===== src/rtl/text_row_scheduler_pkg.sv =====
// Shared definitions for the VGA text-row overlay.
//  - CODE_W_DEF : default character code width
//  - ROW_H/CELL_W : glyph cell geometry (16 lines x 8 pixels)
//  - fsm_state_t : prefetch sequencer states
//  - font_row() : glyph row within the text row; the font ROM address is {code, row}
package text_row_scheduler_pkg;

    localparam int unsigned CODE_W_DEF = 2;
    localparam int unsigned ROW_H      = 16;
    localparam int unsigned CELL_W     = 8;
    localparam int unsigned ROW_BITS   = 4;

    typedef enum logic [1:0] {
        ST_IDLE,
        ST_RD_BUF,
        ST_RD_ROM,
        ST_LATCH
    } fsm_state_t;

    function automatic logic [ROW_BITS-1:0] font_row(input logic [9:0] py, input logic [9:0] y0);
        return ROW_BITS'(py - y0);
    endfunction

endpackage


===== src/rtl/text_row_scheduler_if.sv =====
// Host write port of the character buffer.
//  wr_en   : request, held high by the host until wr_ack
//  wr_idx  : target cell
//  wr_code : character code
//  wr_ack  : one-clk pulse once the write is committed (or dropped)
// master = host side, slave = scheduler side.
interface text_row_scheduler_if
    import text_row_scheduler_pkg::*;
#(
    parameter int unsigned CODE_W = CODE_W_DEF
);
    logic              wr_en;
    logic [3:0]        wr_idx;
    logic [CODE_W-1:0] wr_code;
    logic              wr_ack;

    modport master (output wr_en, wr_idx, wr_code, input wr_ack);
    modport slave  (input wr_en, wr_idx, wr_code, output wr_ack);
endinterface


===== src/rtl/text_row_scheduler_char_buf.sv =====
// Character buffer: NCHARS x CODE_W register file.
//  clk, rst          : clock, synchronous active-high reset (clears contents)
//  we/wr_idx/wr_code : write port; indices >= NCHARS are ignored
//  rd_en/rd_idx      : read request
//  rd_code           : registered read data, valid the clk after rd_en
module text_row_scheduler_char_buf
    import text_row_scheduler_pkg::*;
#(
    parameter int unsigned NCHARS = 8,
    parameter int unsigned CODE_W = CODE_W_DEF,
    parameter int unsigned IW     = (NCHARS > 1) ? $clog2(NCHARS) : 1
) (
    input  logic              clk,
    input  logic              rst,
    input  logic              we,
    input  logic [3:0]        wr_idx,
    input  logic [CODE_W-1:0] wr_code,
    input  logic              rd_en,
    input  logic [IW-1:0]     rd_idx,
    output logic [CODE_W-1:0] rd_code
);
    logic [CODE_W-1:0] mem [NCHARS];

    always_ff @(posedge clk) begin
        if (rst) begin
            for (int unsigned i = 0; i < NCHARS; i++) begin
                mem[i] <= '0;
            end
            rd_code <= '0;
        end else begin
            if (we && (32'(wr_idx) < NCHARS)) begin
                mem[wr_idx[IW-1:0]] <= wr_code;
            end
            if (rd_en) begin
                rd_code <= mem[rd_idx];
            end
        end
    end
endmodule


===== src/rtl/text_row_scheduler.sv =====
// Text-row scheduler: prefetches each cell's font row one cell ahead of the
// beam and produces gated r/g/b bits for the pixel pipeline.
//  clk, rst            : clock, synchronous active-high reset
//  pix_tick            : one-clk pixel strobe (period >= 4 clk)
//  pixel_x/pixel_y     : beam position, valid at pix_tick
//  video_on            : visible-area flag, valid at pix_tick
//  R, G, B             : text colour
//  host                : character buffer write port (slave side)
//  rom_addr/font_word  : external font ROM, 1-clk synchronous read
//  busy                : prefetch in flight
//  r, g, b             : pixel colour, registered on pix_tick
module text_row_scheduler
    import text_row_scheduler_pkg::*;
#(
    parameter int unsigned NCHARS = 8,
    parameter int unsigned CODE_W = CODE_W_DEF,
    parameter int unsigned X0     = 304,
    parameter int unsigned Y0     = 232
) (
    input  logic                       clk,
    input  logic                       rst,
    input  logic                       pix_tick,
    input  logic [9:0]                 pixel_x,
    input  logic [9:0]                 pixel_y,
    input  logic                       video_on,
    input  logic                       R,
    input  logic                       G,
    input  logic                       B,
    text_row_scheduler_if.slave        host,
    output logic [CODE_W+ROW_BITS-1:0] rom_addr,
    input  logic [7:0]                 font_word,
    output logic                       busy,
    output logic                       r,
    output logic                       g,
    output logic                       b
);
    localparam int unsigned IW = (NCHARS > 1) ? $clog2(NCHARS) : 1;

    function automatic logic in_x_f(input logic [9:0] x);
        return (32'(x) >= X0) && (32'(x) < X0 + CELL_W * NCHARS);
    endfunction

    fsm_state_t           state;
    logic [ROW_BITS-1:0]  row_q;
    logic [CODE_W-1:0]    code_q;
    logic [7:0]           next_word;
    logic [7:0]           cur_word;
    logic                 in_y;
    logic [ROW_BITS-1:0]  row;
    logic [9:0]           rel_x;
    logic                 trigger;
    logic                 fetch_go;
    logic                 wr_commit;
    logic [IW-1:0]        fetch_idx;

    assign in_y  = (32'(pixel_y) >= Y0) && (32'(pixel_y) < Y0 + ROW_H);
    assign row   = font_row(pixel_y, 10'(Y0));

    // Offset from the slot preceding cell 0; a trigger lands on slot pixel 0.
    assign rel_x     = pixel_x - 10'(X0 - CELL_W);
    assign trigger   = pix_tick && in_y && (32'(pixel_x) >= X0 - CELL_W)
                       && (rel_x[2:0] == 3'd0) && (32'(rel_x) < CELL_W * NCHARS);
    assign fetch_idx = rel_x[IW+2:3];
    assign fetch_go  = trigger && (state == ST_IDLE);

    // Display read has priority; the wr_ack clk is skipped so a held wr_en
    // is not committed twice.
    assign wr_commit = host.wr_en && !host.wr_ack && (state != ST_RD_BUF) && !trigger;

    text_row_scheduler_char_buf #(
        .NCHARS (NCHARS),
        .CODE_W (CODE_W),
        .IW     (IW)
    ) u_char_buf (
        .clk     (clk),
        .rst     (rst),
        .we      (wr_commit),
        .wr_idx  (host.wr_idx),
        .wr_code (host.wr_code),
        .rd_en   (fetch_go),
        .rd_idx  (fetch_idx),
        .rd_code (code_q)
    );

    always_ff @(posedge clk) begin
        if (rst) begin
            host.wr_ack <= 1'b0;
        end else begin
            host.wr_ack <= wr_commit;
        end
    end

    always_ff @(posedge clk) begin
        if (rst) begin
            state     <= ST_IDLE;
            busy      <= 1'b0;
            rom_addr  <= '0;
            row_q     <= '0;
            next_word <= '0;
        end else begin
            case (state)
                ST_IDLE: begin
                    if (trigger) begin
                        state <= ST_RD_BUF;
                        busy  <= 1'b1;
                        row_q <= row;
                    end
                end
                ST_RD_BUF: begin
                    rom_addr <= {code_q, row_q};
                    state    <= ST_RD_ROM;
                end
                ST_RD_ROM: begin
                    state <= ST_LATCH;
                end
                ST_LATCH: begin
                    next_word <= font_word;
                    busy      <= 1'b0;
                    state     <= ST_IDLE;
                end
                default: begin
                    state <= ST_IDLE;
                end
            endcase
        end
    end

    always_ff @(posedge clk) begin
        if (rst) begin
            cur_word  <= '0;
            {r, g, b} <= 3'b000;
        end else if (pix_tick) begin
            if (pixel_x[2:0] == 3'd7) begin
                cur_word <= (in_y && in_x_f(pixel_x + 10'd1)) ? next_word : 8'h00;
            end
            {r, g, b} <= (video_on && in_y && in_x_f(pixel_x) && cur_word[3'd7 - pixel_x[2:0]])
                         ? {R, G, B} : 3'b000;
        end
    end
endmodule


===== src/flat_wrapper.sv =====
// flat-port wrapper written by rule: the top's interface ports become plain ports
module text_row_scheduler_flat import text_row_scheduler_pkg::*;
#(
    parameter int unsigned NCHARS = 8,
    parameter int unsigned CODE_W = CODE_W_DEF,
    parameter int unsigned X0     = 304,
    parameter int unsigned Y0     = 232
)
  (clk, rst, pix_tick, pixel_x, pixel_y, video_on, R, G, B, rom_addr, font_word, busy, r, g, b, host_wr_en, host_wr_idx, host_wr_code, host_wr_ack);
  text_row_scheduler_if #(.CODE_W(CODE_W)) host_i ();
  input  logic clk;
  input  logic rst;
  input  logic pix_tick;
  input  logic [9:0] pixel_x;
  input  logic [9:0] pixel_y;
  input  logic video_on;
  input  logic R;
  input  logic G;
  input  logic B;
  output logic [CODE_W+ROW_BITS-1:0] rom_addr;
  input  logic [7:0] font_word;
  output logic busy;
  output logic r;
  output logic g;
  output logic b;
  input wire logic [$bits(host_i.wr_en)-1:0] host_wr_en;
  input wire logic [$bits(host_i.wr_idx)-1:0] host_wr_idx;
  input wire logic [$bits(host_i.wr_code)-1:0] host_wr_code;
  output wire logic [$bits(host_i.wr_ack)-1:0] host_wr_ack;
  assign host_i.wr_en = host_wr_en;
  assign host_i.wr_idx = host_wr_idx;
  assign host_i.wr_code = host_wr_code;
  assign host_wr_ack = host_i.wr_ack;
  text_row_scheduler #(.NCHARS(NCHARS), .CODE_W(CODE_W), .X0(X0), .Y0(Y0)) u_core (.clk(clk), .rst(rst), .pix_tick(pix_tick), .pixel_x(pixel_x), .pixel_y(pixel_y), .video_on(video_on), .R(R), .G(G), .B(B), .host(host_i), .rom_addr(rom_addr), .font_word(font_word), .busy(busy), .r(r), .g(g), .b(b));
endmodule

===== config.mk =====
export PLATFORM = sky130hd
export DESIGN_NAME = text_row_scheduler_flat
export DESIGN_NICKNAME = d
export VERILOG_FILES = /design/src/rtl/text_row_scheduler_pkg.sv /design/src/rtl/text_row_scheduler_if.sv /design/src/rtl/text_row_scheduler_char_buf.sv /design/src/rtl/text_row_scheduler.sv /design/src/flat_wrapper.sv
export SDC_FILE = /design/constraint.sdc
export NUM_CORES = 1
export LEC_CHECK = 0
export ABC_AREA = 1
export ABC_CLOCK_PERIOD_IN_PS = 3000
export CAP_MARGIN = 30
export CORE_ASPECT_RATIO = 0.8
export CORE_MARGIN = 5
export CORE_UTILIZATION = 58
export CTS_BUF_LIST = sky130_fd_sc_hd__clkbuf_2
export CTS_CLUSTER_DIAMETER = 80
export DETAILED_ROUTE_END_ITERATION = 10
export PLACE_DENSITY = 0.86
export SLEW_MARGIN = 20
export SYNTH_ARGS = -nofsm -noshare
export SYNTH_HDL_FRONTEND = slang
export SYNTH_SLANG_ARGS = --single-unit

===== constraint.sdc =====
create_clock -name clk -period 3 [get_ports clk]
set_input_delay 0.75 -clock clk [delete_from_list [all_inputs] [get_ports clk]]
set_output_delay 0.75 -clock clk [all_outputs]
set_load 0.1 [all_outputs]

==> results of run 1 <==
[state kept, by name, summed over array words and instances (netlist names)]
name                       flops
u_core.b                       1
u_core.busy                    1
u_core.cur_word                8
u_core.g                       1
u_core.host.wr_ack             1
u_core.next_word               8
u_core.r                       1
u_core.rom_addr                6
u_core.row_q                   4
u_core.state                   2
u_core.u_char_buf.mem         16
u_core.u_char_buf.rd_code      2
[synthesized netlist by cell type, types with 2 or more instances]
master / number
nand2_1: 84
nor2_1: 66
inv_1: 41
dfxtp_1: 35
o21ai_0: 31
nand4_1: 22
a21oi_1: 21
nand3_1: 17
edfxtp_1: 16
nor3_1: 9
ha_1: 8
clkbuf_1: 5
nand2_2: 5
nor2_4: 5
buf_2: 3
inv_2: 3
o211ai_1: 3
buf_6: 2
nand3_2: 2
xor2_1: 2
[worst max path at each step]
| stage | cells after the start | slack, ns | endpoint |
|---|---|---|---|
| global route | 14 | 0.29 | u_core.u_char_buf.mem[2][1] |
| CTS | 14 | 0.48 | u_core.u_char_buf.mem[2][1] |
| finish | 14 | 0.46 | u_core.u_char_buf.mem[2][1] |
| detailed placement | 14 | -0.004 | u_core.u_char_buf.mem[2][1] |
| global placement | 14 | 0.14 | u_core.u_char_buf.mem[2][1] |
| floorplan | 14 | 0.77 | u_core.u_char_buf.mem[0][0] |
[per-layer routing]
| layer | part of all wire | vias to the layer above | global-route usage |
|---|---|---|---|
| met5 | 0 | - | 0 |
| met4 | 0.0079 | 0 | 0.05034 |
| met3 | 0.10 | 5 | 0.04313 |
| met2 | 0.40 | 110 | 0.3236 |
| met1 | 0.49 | 1231 | 0.3409 |
| li1 | - | 1390 | - |
[per-stage QoR]
stage	worst slack [ns]	hold WS [ns]	instances	instance area, um2
final	0.4559	0.4749	505	3412
after global routing	0.2908	0.5002	505	3412
after global placement	0.1360	0.4428	497	3367
after floorplan	0.7727	0.4297	392	2833
after detailed placement	-0.003784	0.4476	497	3367
after CTS	0.4810	0.4765	505	3412
[area by class of cell]
cell class | count | share of cell area
repair buffers | 55 | 0.1511
clock buffers | 6 | 0.008801
well taps | 60 | 0.02200
clock inverters | 2 | 0.004400
multi-input cells | 286 | 0.4180
flip-flops and latches | 51 | 0.3462
inverters | 45 | 0.04950
[worst max-delay path: cells and delay by family]
family	cells	cell delay, ns
AND/OR/NAND/NOR	10	1.06
buffers and inverters	3	0.70
adder cells (fa/ha/maj)	1	0.22
[report_power, final]
part,switching (mW),internal (mW)
Combinational,0.464,0.196
Clock,0.221,0.0656
Sequential,0.0417,0.786
Total,0.726,1.05
[logic make-up after synthesis]
logic type      share of synthesized area
fa+ha+maj                         0.03534
simple gates                       0.3458
buf+inv                           0.07950
compound gates                     0.1131
xor+xnor                         0.009277
flops                              0.4170
[cell usage in the layout, fill, tap and decap left out]
cell type	n
nand2_1	84
nor2_1	66
inv_1	41
clkdlybuf4s50_1	41
dfxtp_1	35
o21ai_0	31
nand4_1	22
a21oi_1	21
nand3_1	17
edfxtp_1	16
buf_4	14
nor3_1	9
ha_1	8
clkbuf_2	6
nand2_2	5
nor2_4	5
inv_2	3
o211ai_1	3
nand3_2	2
xor2_1	2
nor2_2	1
nor3_2	1
clkinv_1	1
a21boi_0	1
nand2_4	1
o21ai_1	1
a21oi_2	1
o21ai_2	1
o21bai_1	1
or2_2	1
xnor2_1	1
nand3b_1	1
inv_4	1
inv_6	1
==> metrics.md, run 1 <==
| Metric | Value |
|---|---|
| Status | `finished, final reports clean` |
| Die area | `around 6400 um2` |
| Netlist cell types | `32` |
| Routed vias/inst | `5.418` |
| Initial antenna violation count | `0` |
| # Post-CTS Setup Buffers | `0` |
| Via Count | `2736` |
| Drt initial violations | `between 200 and 250` |
| Yosys warnings | `0` |
| Seq. cell area | `1181 um2` |
| Hold Crit Class | `flop to flop` |
| Layout Utilization | `0.7335` |
| CTS tree | `done` |
| PwrDens | `slightly above 500 nW/um2` |
| Area of the multi-input gates | `~1400 um2` |
| Worst setup SP type | `input port` |
| Synth top area cells | `dfxtp_1 (25%), edfxtp_1 (17%), nand2_1 (11%)` |
| Slowest stage delay, CP | `~0.53 ns` |
| Vias in the first global route | `between 2k and 2.5k` |
| Antenna-violating nets left | `0` |
| Critical path's slowest cell | `clkdlybuf4s50_1` |
| Diode count | `0` |
| Final total power | `about 1.8 mW` |
| DIE HEIGHT | `slightly above 70 um` |
| Total Wirelength | `approximately 6.7 mm` |
| Critical-path cell list | `clkdlybuf4s50_1 > inv_1 > ha_1 > inv_1 > nand2_1 > nand2_2 > nand2_1 > nand2_1 > nand2_1 > nand2_2 > nor2_4 > nand2_2 > nand4_1 > nand2_1` |
| Area grow syn2layout | `20.45%` |
| Worst EP arrival | `between 2 and 3 ns` |
| Hold Fails Final Rpt | `0` |
| Synth area leader | `dfxtp_1` |
| Syn Area/Cell | `around 7.2 um2` |
| Worst hold stages | `2` |
| RR Endpoint | `u_core.u_char_buf.mem[2][1]` |
| Max Cap Violations | `0` |
| Row cnt | `22` |
| Max VDD drop | `between 0.0005 and 0.0006 V` |
| Share of cells above drive strength 1 | `0.09663` |
| CP startpoint | `pixel_x[4]` |
| Worst reg2reg path startpoint | `u_core.state[1]` |
| Number of port buffers | `52` |
| Sequential area share after synthesis | `0.4170` |
| Post-synth EDFFs | `16` |
| Hold buffer count at CTS | `0` |
| Pre-antenna DRT Iters | `5` |
| RSZ-0062 raised after global routing | `no` |
| Reg2reg setup slack | `0.93 ns` |
| Mapped Cells | `approximately 390` |
| Number of setup violations in the final report | `0` |
| Worst Skew | `0.01983 ns` |
| H-tree depth | `2` |
| Max Buffers Root-to-Sink | `2` |
| Peak Freq | `roughly 390 MHz` |
| Num CTS Buffers | `5` |
| Die Width | `slightly below 90 um` |
| Worst skew pair latency | `0.43 ns` |
| Drt wl/cell | `~13 um` |
| Tmin final | `2.544 ns` |
| Clk slew on worst S/H paths | `~0.26 ns` |
| Worst slew pin tran | `0.5373 ns` |
| Crit Path Class | `input port to flop` |
| Grt total ovfl | `0` |
| Io pins | `between 50 and 60` |
| Reg2Reg Depth | `5` |
| Synthesized area | `~2800 um2` |
| CTS root buffer | `clkbuf_2` |
| First-pass GRT wire length | `between 10 and 15 mm` |
| Critical path capture point type | `flop` |
| FF+latch count, synth | `51` |
| Filler cells | `between 300 and 400` |
| Crit path required time | `between 3 and 4 ns` |
| Synth Flop Type | `dfxtp_1` |
| Post-cts sizing count | `0` |
| Post-synthesis async set-or-reset flop share | `0` |
| Hold path startpoint | `u_core.row_q[3]` |
| Starting Density | `0.6089` |
| Dpl hpwl | `5.156 mm` |
| Largest net degree at the start of global routing | `40` |
| Final #Nets | `between 400 and 500` |
| Leak | `between 1.5 and 2 nW` |
| Clock Sinks | `51` |
| # DRC | `0` |
| Worst hold endpoint | `u_core.rom_addr[3]` |
| GPL Wtd Cong | `0.9449` |
| Final max-slew violation count | `0` |
| Rel. slew slack | `0.6399` |
| Crit path top cell by count | `nand2_1` |
| Placeable Area | `4652 um2` |
| Syn Nets | `between 400 and 500` |
| Area share of the largest cell type after synthesis | `0.2473` |
| Crit-path max FO | `13` |
| Final worst-path cycle share | `0.8480` |
| Overall routing resource usage | `0.2225` |
| Final setup TNS | `0 ns` |
No activity file was read; power rests on OpenSTA's default activity.
==> inputs of run 2 (changes only) <==
Settings changed: ABC_CLOCK_PERIOD_IN_PS 3000 to 2050, CORE_UTILIZATION 58 to 49, PLACE_DENSITY 0.86 to 0.78.
Clock period 3 ns to 2.05 ns, I/O delays scaled along.
==> metrics.md, run 2 (synthesis gave the netlist of run 1 again) <==
| Metric | Value |
|---|---|
| Status | `finished, final reports clean (unchanged)` |
| Layout Utilization | `0.6832 (was 0.7335)` |
| Hold buffer count at CTS | `0 (unchanged)` |
| Crit-path max FO | `12 (was 13)` |
| PwrDens | `723.2 nW/um2 (was 519.8 nW/um2)` |
| Biggest register | `u_core.u_char_buf.mem (unchanged)` |
| Overall routing resource usage | `0.2016 (was 0.2225)` |
| CP bufs+invs | `3 (unchanged)` |
| Largest register FFs | `16 (unchanged)` |
| Peak Freq | `around 510 MHz` |
| Hold Crit Class | `flop to flop (unchanged)` |
| Clk slew on worst S/H paths | `0.30 ns (was 0.26 ns)` |
| Via Count | `2888 (was 2736)` |
| Placed Cells | `554 (was 497)` |
| GPL Wtd Cong | `0.8364 (was 0.9449)` |
| Row cnt | `24 (was 22)` |
| Crit path required time | `2.47 ns (was 3.17 ns)` |
| CTS root buffer | `clkbuf_2 (unchanged)` |
| Num CTS Buffers | `5 (unchanged)` |
| Share of cells above drive strength 1 | `0.1811 (was 0.09663)` |
| Starting Density | `0.5127 (was 0.6089)` |
| Pre-antenna DRT Iters | `5 (unchanged)` |
| Placeable Area | `5525 um2 (was 4652 um2)` |
| Max Buffers Root-to-Sink | `2 (unchanged)` |
| Final #Nets | `535 (was 494)` |
| Clock Sinks | `51 (unchanged)` |
| Final setup TNS | `0 ns (unchanged)` |
| Final worst-path cycle share | `0.9574` |
| Largest net degree at the start of global routing | `40 (unchanged)` |
| Drt initial violations | `211 (was 218)` |
| Number of setup violations in the final report | `0 (unchanged)` |
| Critical-path cell list | `clkdlybuf4s50_1 > inv_1 > ha_2 > inv_2 > nand2_2 > nand2_2 > nand2_1 > nor2_2 > nand2_2 > nor2_4 > nand3_2 > nand2_1 > nand2_1 > nor2_1 (was clkdlybuf4s50_1 > inv_1 > ha_1 > inv_1 > nand2_1 > nand2_2 > nand2_1 > nand2_1 > nand2_1 > nand2_2 > nor2_4 > nand2_2 > nand4_1 > nand2_1)` |
| Die area | `7411 um2 (was 6390 um2)` |
| Drt wl/cell | `13.23 um (was 13.27 um)` |
| Rel. slew slack | `0.7061 (was 0.6399)` |
| Die Width | `95.01 um (was 88.14 um)` |
| Most frequent cells in the layout | `nand2_1 (82), nor2_1 (66), buf_4 (53) (was nand2_1 (84), nor2_1 (66), inv_1 (41), clkdlybuf4s50_1 (41), dfxtp_1 (35))` |
| Worst EP arrival | `2.39 ns (was 2.71 ns)` |
| Worst setup SP type | `input port (unchanged)` |
| Non-Filler Instances | `564 (was 505)` |
| Placed Area | `3695 um2 (was 3367 um2)` |
| First-pass GRT wire length | `12.07 mm (was 11.22 mm)` |
| Grt total ovfl | `0 (unchanged)` |
| Routed vias/inst | `5.121 (was 5.418)` |
| Dpl hpwl | `5.642 mm (was 5.156 mm)` |
| Tmin final | `about 2.0 ns` |
| Final max-slew violation count | `0 (unchanged)` |
| Critical path's slowest cell | `clkdlybuf4s50_1 (unchanged)` |
| Leak | `1.734 nW (was 1.520 nW)` |
| Final setup margin | `0.08739 ns (was 0.4559 ns)` |
| Critical path capture point type | `flop (unchanged)` |
| Place WS | `-0.5052 ns (was -0.003784 ns)` |
| Worst hold slack | `0.4675 ns (was 0.4749 ns)` |
| Diode count | `0 (unchanged)` |
| Final Instance Area | `3775 um2 (was 3412 um2)` |
| Slowest stage delay, CP | `0.48 ns (was 0.53 ns)` |
| Worst Skew | `0.02053 ns (was 0.01983 ns)` |
| Worst skew pair latency | `0.47 ns (was 0.43 ns)` |
| Max VDD drop | `0.0006968 V (was 0.0005671 V)` |
| H-tree depth | `2 (unchanged)` |
| # DRC | `0 (unchanged)` |
| DIE HEIGHT | `78.01 um (was 72.51 um)` |
| CP delay by family, top | `simple AND/OR/NAND/NOR gates (unchanged)` |
| Max Cap Violations | `0 (unchanged)` |
| Area grow syn2layout | `33.26% (was 20.45%)` |
| Worst slew pin tran | `0.4409 ns (was 0.5373 ns)` |
| Total Wirelength | `7.461 mm (was 6.702 mm)` |
| Initial antenna violation count | `0 (unchanged)` |
| Io pins | `53 (unchanged)` |
| Number of port buffers | `52 (unchanged)` |
| Hold Fails Final Rpt | `0 (unchanged)` |
| Vias in the first global route | `2610 (was 2451)` |
| Commonest non-fill, non-tap cell in the layout | `nand2_1 (unchanged)` |
| Final total power | `2.730 mW (was 1.774 mW)` |
| Antenna-violating nets left | `0 (unchanged)` |
| Crit Path Class | `input port to flop (unchanged)` |
| Largest regs | `u_core.u_char_buf.mem: 16 flops, u_core.cur_word: 8 flops, u_core.next_word: 8 flops (unchanged)` |
| CTS tree | `done (unchanged)` |
[run 2: cell type report]
type	instances	area (um2)
multi-input combinational	287	1445
timing repair buffer	95	830.8
fill	518	1750
inverter	45	168.9
sequential	51	1181
clock buffer	5	25.02
tap	78	97.59
clock inverter	3	26.28
[run 2: worst min-delay path: stages, from the launching register on]
cell and delay [ns]:
dfxtp_1 0.37, inv_1 0.07, a21oi_1 0.06
[run 2: worst paths after layout]
| kind | from | to | slack [ns] | depth (start not counted) |
|---|---|---|---|---|
| max | pixel_x[4] | u_core.row_q[3] | 0.09 | 14 |
| min | u_core.row_q[3] | u_core.rom_addr[3] | 0.47 | 2 |
| max reg2reg | u_core.state[1] | u_core.u_char_buf.mem[0][1] | 0.24 | 6 |
| min reg2reg | u_core.row_q[3] | u_core.rom_addr[3] | 0.47 | 2 |
[run 2: metal layers]
layer / wire (um) / GRT usage / part of all wire
met1: 3510 / 0.2965 / 0.47
met3: 624 / 0.05126 / 0.084
met2: 3274 / 0.3026 / 0.44
met5: 0 / 0 / 0
met4: 51 / 0.03314 / 0.0068
[run 2: timing repair]
action | CTS | global route
setup endpoints to repair | 0 | 45
hold endpoints to repair | 0 | 0
buffers inserted | 0 | 1
gates resized for setup | 0 | 6
[run 2: power by group]
group	switching [mW]	leakage [nW]	internal [mW]
Combinational	0.698	1.25	0.349
Clock	0.367	0.0358	0.100
Sequential	0.0651	0.450	1.15
Total	1.13	1.73	1.60
==> inputs of run 3 (changes only) <==
Settings changed: ABC_CLOCK_PERIOD_IN_PS 2050 to 2200, CORE_UTILIZATION 49 to 54, PLACE_DENSITY 0.78 to 0.81.
Clock period 2.05 ns to 2.2 ns, I/O delays scaled along.
==> metrics.md, run 3 (synthesis gave the netlist of run 1 again) <==
| Metric | Value |
|---|---|
| Status | `finished, final reports clean (unchanged)` |
| Pre-antenna DRT Iters | `5 (unchanged)` |
| Reg2Reg Depth | `6 (unchanged)` |
| Area grow syn2layout | `30.83% (was 33.26%)` |
| Worst slew pin tran | `0.4531 ns (was 0.4409 ns)` |
| Overall routing resource usage | `0.2201 (was 0.2016)` |
| Number of setup violations in the final report | `0 (unchanged)` |
| Final Instance Area | `3706 um2 (was 3775 um2)` |
| Drt initial violations | `264 (was 211)` |
| Final total power | `2.534 mW (was 2.730 mW)` |
| Die Width | `90.98 um (was 95.01 um)` |
| Max VDD drop | `0.0007417 V (was 0.0006968 V)` |
| Clk slew on worst S/H paths | `0.30 ns (about the same)` |
| Placeable Area | `5036 um2 (was 5525 um2)` |
| Via Count | `2851 (was 2888)` |
| Largest net degree at the start of global routing | `40 (unchanged)` |
| H-tree depth | `2 (unchanged)` |
| Io pins | `53 (unchanged)` |
| Max Cap Violations | `0 (unchanged)` |
| RR Endpoint | `u_core.u_char_buf.mem[1][0] (was u_core.u_char_buf.mem[0][1])` |
| Antenna-violating nets left | `0 (unchanged)` |
| Vias in the first global route | `2659 (was 2610)` |
| Worst hold endpoint | `u_core.rom_addr[3] (unchanged)` |
| Number of port buffers | `52 (unchanged)` |
| Worst hold slack | `0.4602 ns (was 0.4675 ns)` |
| Placed Area | `3640 um2 (was 3695 um2)` |
| Hold Fails Final Rpt | `0 (unchanged)` |
| Place WS | `-0.3632 ns (was -0.5052 ns)` |
| Final setup margin | `0.1245 ns (was 0.08739 ns)` |
| Rel. slew slack | `0.6980 (was 0.7061)` |
| Grt total ovfl | `0 (unchanged)` |
| Die area | `6803 um2 (was 7411 um2)` |
| Reg2reg setup slack | `0.37 ns (was 0.24 ns)` |
| Commonest non-fill, non-tap cell in the layout | `nand2_1 (unchanged)` |
| First-pass GRT wire length | `12.18 mm (was 12.07 mm)` |
| Crit path required time | `2.44 ns (was 2.47 ns)` |
| # DRC | `0 (unchanged)` |
| Final max-slew violation count | `0 (unchanged)` |
| Row cnt | `23 (was 24)` |
| GPL Wtd Cong | `0.8415 (was 0.8364)` |
| Leak | `1.703 nW (was 1.734 nW)` |
| Dpl hpwl | `5.595 mm (was 5.642 mm)` |
| Most frequent cells in the layout | `nand2_1 (83), nor2_1 (66), buf_4 (50) (was nand2_1 (82), nor2_1 (66), buf_4 (53))` |
| CP startpoint | `pixel_x[3] (was pixel_x[4])` |
| PwrDens | `683.8 nW/um2 (was 723.2 nW/um2)` |
| Hold Crit Class | `flop to flop (unchanged)` |
| Share of cells above drive strength 1 | `0.1663 (was 0.1811)` |
| Biggest register | `u_core.u_char_buf.mem (unchanged)` |
| Num CTS Buffers | `5 (unchanged)` |
| Worst EP arrival | `2.31 ns (was 2.39 ns)` |
| Peak Freq | `just under 500 MHz` |
| Final #Nets | `530 (was 535)` |
| CTS tree | `done (unchanged)` |
| Largest register FFs | `16 (unchanged)` |
| Worst skew pair latency | `0.46 ns (was 0.47 ns)` |
| Crit-path max FO | `9 (was 12)` |
| Worst reg2reg path startpoint | `u_core.state[1] (unchanged)` |
| Total Wirelength | `7.273 mm (was 7.461 mm)` |
| Tmin final | `approximately 2.1 ns` |
| Largest regs | `u_core.u_char_buf.mem: 16 flops, u_core.cur_word: 8 flops, u_core.next_word: 8 flops (unchanged)` |
| Clock Sinks | `51 (unchanged)` |
| Drt wl/cell | `13.39 um (was 13.23 um)` |
| Worst setup SP type | `input port (unchanged)` |
| DIE HEIGHT | `74.78 um (was 78.01 um)` |
| Worst Skew | `0.01391 ns (was 0.02053 ns)` |
| Critical path capture point type | `flop (unchanged)` |
| Worst hold stages | `2 (unchanged)` |
| Diode count | `0 (unchanged)` |
| Max Buffers Root-to-Sink | `2 (unchanged)` |
| Final worst-path cycle share | `0.9434` |
| Routed vias/inst | `5.250 (was 5.121)` |
| Initial antenna violation count | `0 (unchanged)` |
| Starting Density | `0.5625 (was 0.5127)` |
| Hold path startpoint | `u_core.row_q[3] (unchanged)` |
| CTS root buffer | `clkbuf_2 (unchanged)` |
| Crit Path Class | `input port to flop (unchanged)` |
run 3: cell types whose count changed in the layout (fill, tap and decap cells not counted), sizes merged:
cell           delta
inv               -1
buf               -4
clkinv            +1
nand2             -1
dlymetal6s2s      -1
clkdlybuf4s50     +1
run 3: critical path, stage by stage:
cell             delay [ns]
clkdlybuf4s50_1        0.49
inv_2                  0.05
ha_1                   0.20
inv_1                  0.06
nand2_1                0.08
nand2_2                0.10
nand3_1                0.07
nand2_1                0.08
nand2_2                0.07
nor2_4                 0.18
nand2_4                0.12
nand4_1                0.19
nand2_2                0.08
run 3: power by group:
group          internal (mW)  switching (mW)
Clock                 0.0916           0.342
Sequential              1.07          0.0601
Combinational          0.313           0.655
Total                   1.48            1.06
run 3: what timing repair did:
action,CTS,global route
setup endpoints to repair,0,4
setup buffers,0,0
resized for setup,0,3
hold buffers,0,0
run 3: area by class of cell:
class                   count  area (um2)
repair buffers             91       785.8
inverters                  45       168.9
multi-input cells         286        1441
fillers                   403        1330
clock inverters             3       26.28
clock buffers               5       25.02
flip-flops and latches     51        1181
well taps                  62       77.57
run 3: stage by stage:
stage / cells / TNS, ns / util
final: 543 / 0 / 0.7359
after CTS: 543 / 0 / 0.7329
after floorplan: 392 / 0 / -
after global placement: 535 / -11.87 / 0.7227
after global routing: 543 / -0.006545 / 0.7359
after detailed placement: 535 / -14.45 / 0.7227
run 3: per-layer routing:
metal	vias to the layer above	routed length (um)	GRT usage
li1	1470	-	-
met1	1251	3523	0.3064
met2	123	3050	0.3448
met3	7	634	0.05794
met4	0	65	0.05700
met5	-	0	0
run 3: worst max-delay path by stage:
| stage | slack [ns] | endpoint |
|---|---|---|
| after floorplan | 0.17 | u_core.u_char_buf.mem[0][0] |
| after global routing | -0.003 | u_core.u_char_buf.mem[7][0] |
| after CTS | 0.13 | u_core.u_char_buf.mem[7][0] |
| after detailed placement | -0.36 | u_core.u_char_buf.mem[7][0] |
| after global placement | -0.30 | u_core.u_char_buf.mem[6][0] |
| final | 0.12 | u_core.u_char_buf.mem[7][1] |
==> RTL edit: new RTL, flow settings as in run 2 <==
Make the reset (`rst`) asynchronous in 4 clocked blocks. Comments in the files are not updated.
--- a/src/rtl/text_row_scheduler_char_buf.sv
+++ b/src/rtl/text_row_scheduler_char_buf.sv
@@ -23,3 +23,3 @@
 
-    always_ff @(posedge clk) begin
+    always_ff @(posedge clk or posedge rst) begin
         if (rst) begin
--- a/src/rtl/text_row_scheduler.sv
+++ b/src/rtl/text_row_scheduler.sv
@@ -84,3 +84,3 @@
 
-    always_ff @(posedge clk) begin
+    always_ff @(posedge clk or posedge rst) begin
         if (rst) begin
@@ -92,3 +92,3 @@
 
-    always_ff @(posedge clk) begin
+    always_ff @(posedge clk or posedge rst) begin
         if (rst) begin
@@ -127,3 +127,3 @@
 
-    always_ff @(posedge clk) begin
+    always_ff @(posedge clk or posedge rst) begin
         if (rst) begin
Check against the original RTL: differs if rst is asserted again (counterexample within 4 cycles, from zero or initial values and one cycle with rst high); with rst held inactive, the same outputs for 10 cycles.
==> RTL edit against run 2 <==
  * Wire length down 8.4%
  * Cell area up 0.33%
  * Core utilization down 3.2 points
  * Clock power down 10%
  * Power up 2.2%
  * Combinational power down 7%
  * Worst setup slack better by 0.068 ns
  * Synthesized cell count down 2.3%
  * Sequential cell count unchanged
  * Synthesized area up 2.3%
  * Global-route usage down 0.91 points
==> RTL edit: results (changes against run 2) <==
outcome=complete, no violations; worst min path class=in -> async; initial antenna violation count=0 (unchanged); Non-Filler Instances=550 (-2.5%); biggest regs=u_core.u_char_buf.mem x16, u_core.cur_word x8, u_core.next_word x8; Rel. slew slack=66.84% (-3.8 points); leakage=0.001972 µW (+14%); initial drt markers=184 (-13%); DPL Wire Length=5.235 mm (-7.2%); gr usage total=19.25% (-0.91 points); synthesized area per cell=7.566 µm² (+4.7%); first-pass GRT wire length=11.65 mm (-3.4%); ANT cells=0 (unchanged); clock-pin slew on the worst setup and hold paths=0.25 ns (-0.05 ns); placed cell count=540 (-2.5%); Post-synth top cells=nand2_1, dfrtp_1, nor2_1; Final nets=517 (-3.4%); area share of the largest cell type after synthesis=44.04% (+19 points); crit path DAT=2.27 ns (-0.12 ns); Final Wtd Congestion=0.8854 (+5.9%); Peak VDD IR=0.0003073 V (-56%); Synth Warn #=0 (unchanged); iteration count of the initial detailed-routing pass=4 (-1); proportion of layout cells with a drive suffix above 1=16.84% (-1.3 points); synth top area cells=dfrtp_1, nand2_1, nand4_1; clock buffer depth=2 (unchanged); CTS Buf Count=5 (unchanged); CP top delay family=buffers and inverters; Port Buffers=52 (unchanged); CTS H-tree lvls=2 (unchanged); setup skew after layout=0.02123 ns (+0.0006998 ns); count of cell types in the netlist=31 (-3.1%); CP max-delay cell=clkdlybuf4s50_1; Clock Latency Late Sink=0.45 ns (-0.02 ns); Critical Path Max Stage Delay=0.52 ns (+0.04 ns); Post-Syn Nets=432 (-2.3%); Root Buffer=clkbuf_2; filler instances=513 (-0.97%); Synth async-reset ratio=100.0% (+100 points); Area after DPL=3715 µm² (+0.54%); largest net degree at the start of global routing=36 (-10%); via count=2745 (-5.0%); drt total wl=6.835 mm (-8.4%); vias in the first global route=2580 (-1.1%); Seq/Total Area, Yosys=44.04% (+2.3 points); CP Max Fanout=17 (+5)
RTL edit: cell types whose count changed after synthesis, moves of 7 or more:
cell and delta:
dfxtp_1 -35, nor2_1 -26, edfxtp_1 -16, a21oi_1 -21
nand2_1 +40, nor3_1 -7, dfrtp_1 +51
RTL edit: cell type report:
class	count	area, µm²	area share [%]
Clock inverter	2	12.51	0.3304
Multi-Input combinational cell	281	1413	37.30
Timing Repair Buffer	87	795.8	21.01
Clock buffer	6	30.03	0.7929
Tap cell	81	101.3	2.676
Sequential cell	51	1276	33.70
Inverter	42	158.9	4.196
RTL edit: path summary, 6_finish.rpt:
kind                                    start                       end  slack (ns)  depth (start not counted)
setup reg to reg              u_core.state[1]  u_core.u_char_buf.mem[0]        0.50                          8
max in group asynchronous                 rst        u_core.rom_addr[4]        1.22                          3
hold / removal                            rst  u_core.u_char_buf.mem[0]        0.31                          2
min in group clk           u_core.cur_word[7]        u_core.cur_word[7]        0.51                          2
setup / recovery                   pixel_x[3]  u_core.u_char_buf.mem[5]        0.15                         13
hold reg to reg            u_core.cur_word[7]        u_core.cur_word[7]        0.51                          2
RTL edit: cell families after synthesis:
kind of cell | Yosys count | share of synthesized area (%)
AOI/OAI and AO/OA | 40 | 7.859
xor gates and xnor gates | 3 | 0.9069
adders and majority gates | 7 | 3.022
buffers and inverters | 51 | 7.210
DFF | 51 | 44.04
muxes | 7 | 2.677
and+or+nand+nor | 224 | 34.28
RTL edit: where the power goes:
part           internal [µW]  switching [µW]
Sequential              1260             141
Combinational            399             573
Clock                   88.3             332
Total                   1740            1050
RTL edit: stage by stage:
stage | setup WS (ns) | power (µW)
floorplan | 0.04874 | 2016
detailed placement | -0.3892 | 2357
finish | 0.1550 | 2789
global route | 0.01022 | 2998
global placement | -0.3446 | 2319
CTS | 0.09212 | 2759
RTL edit: what timing repair did:
item,4_1_cts,5_1_grt
endpoints found under the setup margin,0,17
gates resized for setup,0,1
buffers inserted,0,2
RTL edit: worst reg2reg max path: cells and delay by family (launching register included):
family | cells | cell delay, ns
AND/OR/NAND/NOR | 5 | 0.50
flip-flops | 1 | 0.43
buffers and inverters | 2 | 0.34
adder cells (fa/ha/maj) | 1 | 0.22
RTL edit: per-layer routing:
metal	up-vias	routed length [µm]	global-route usage [%]
li1	1414	-	-
met1	1250	3259	27.29
met2	72	3107	30.19
met3	9	386	3.598
met4	0	82	4.972
met5	-	0	0
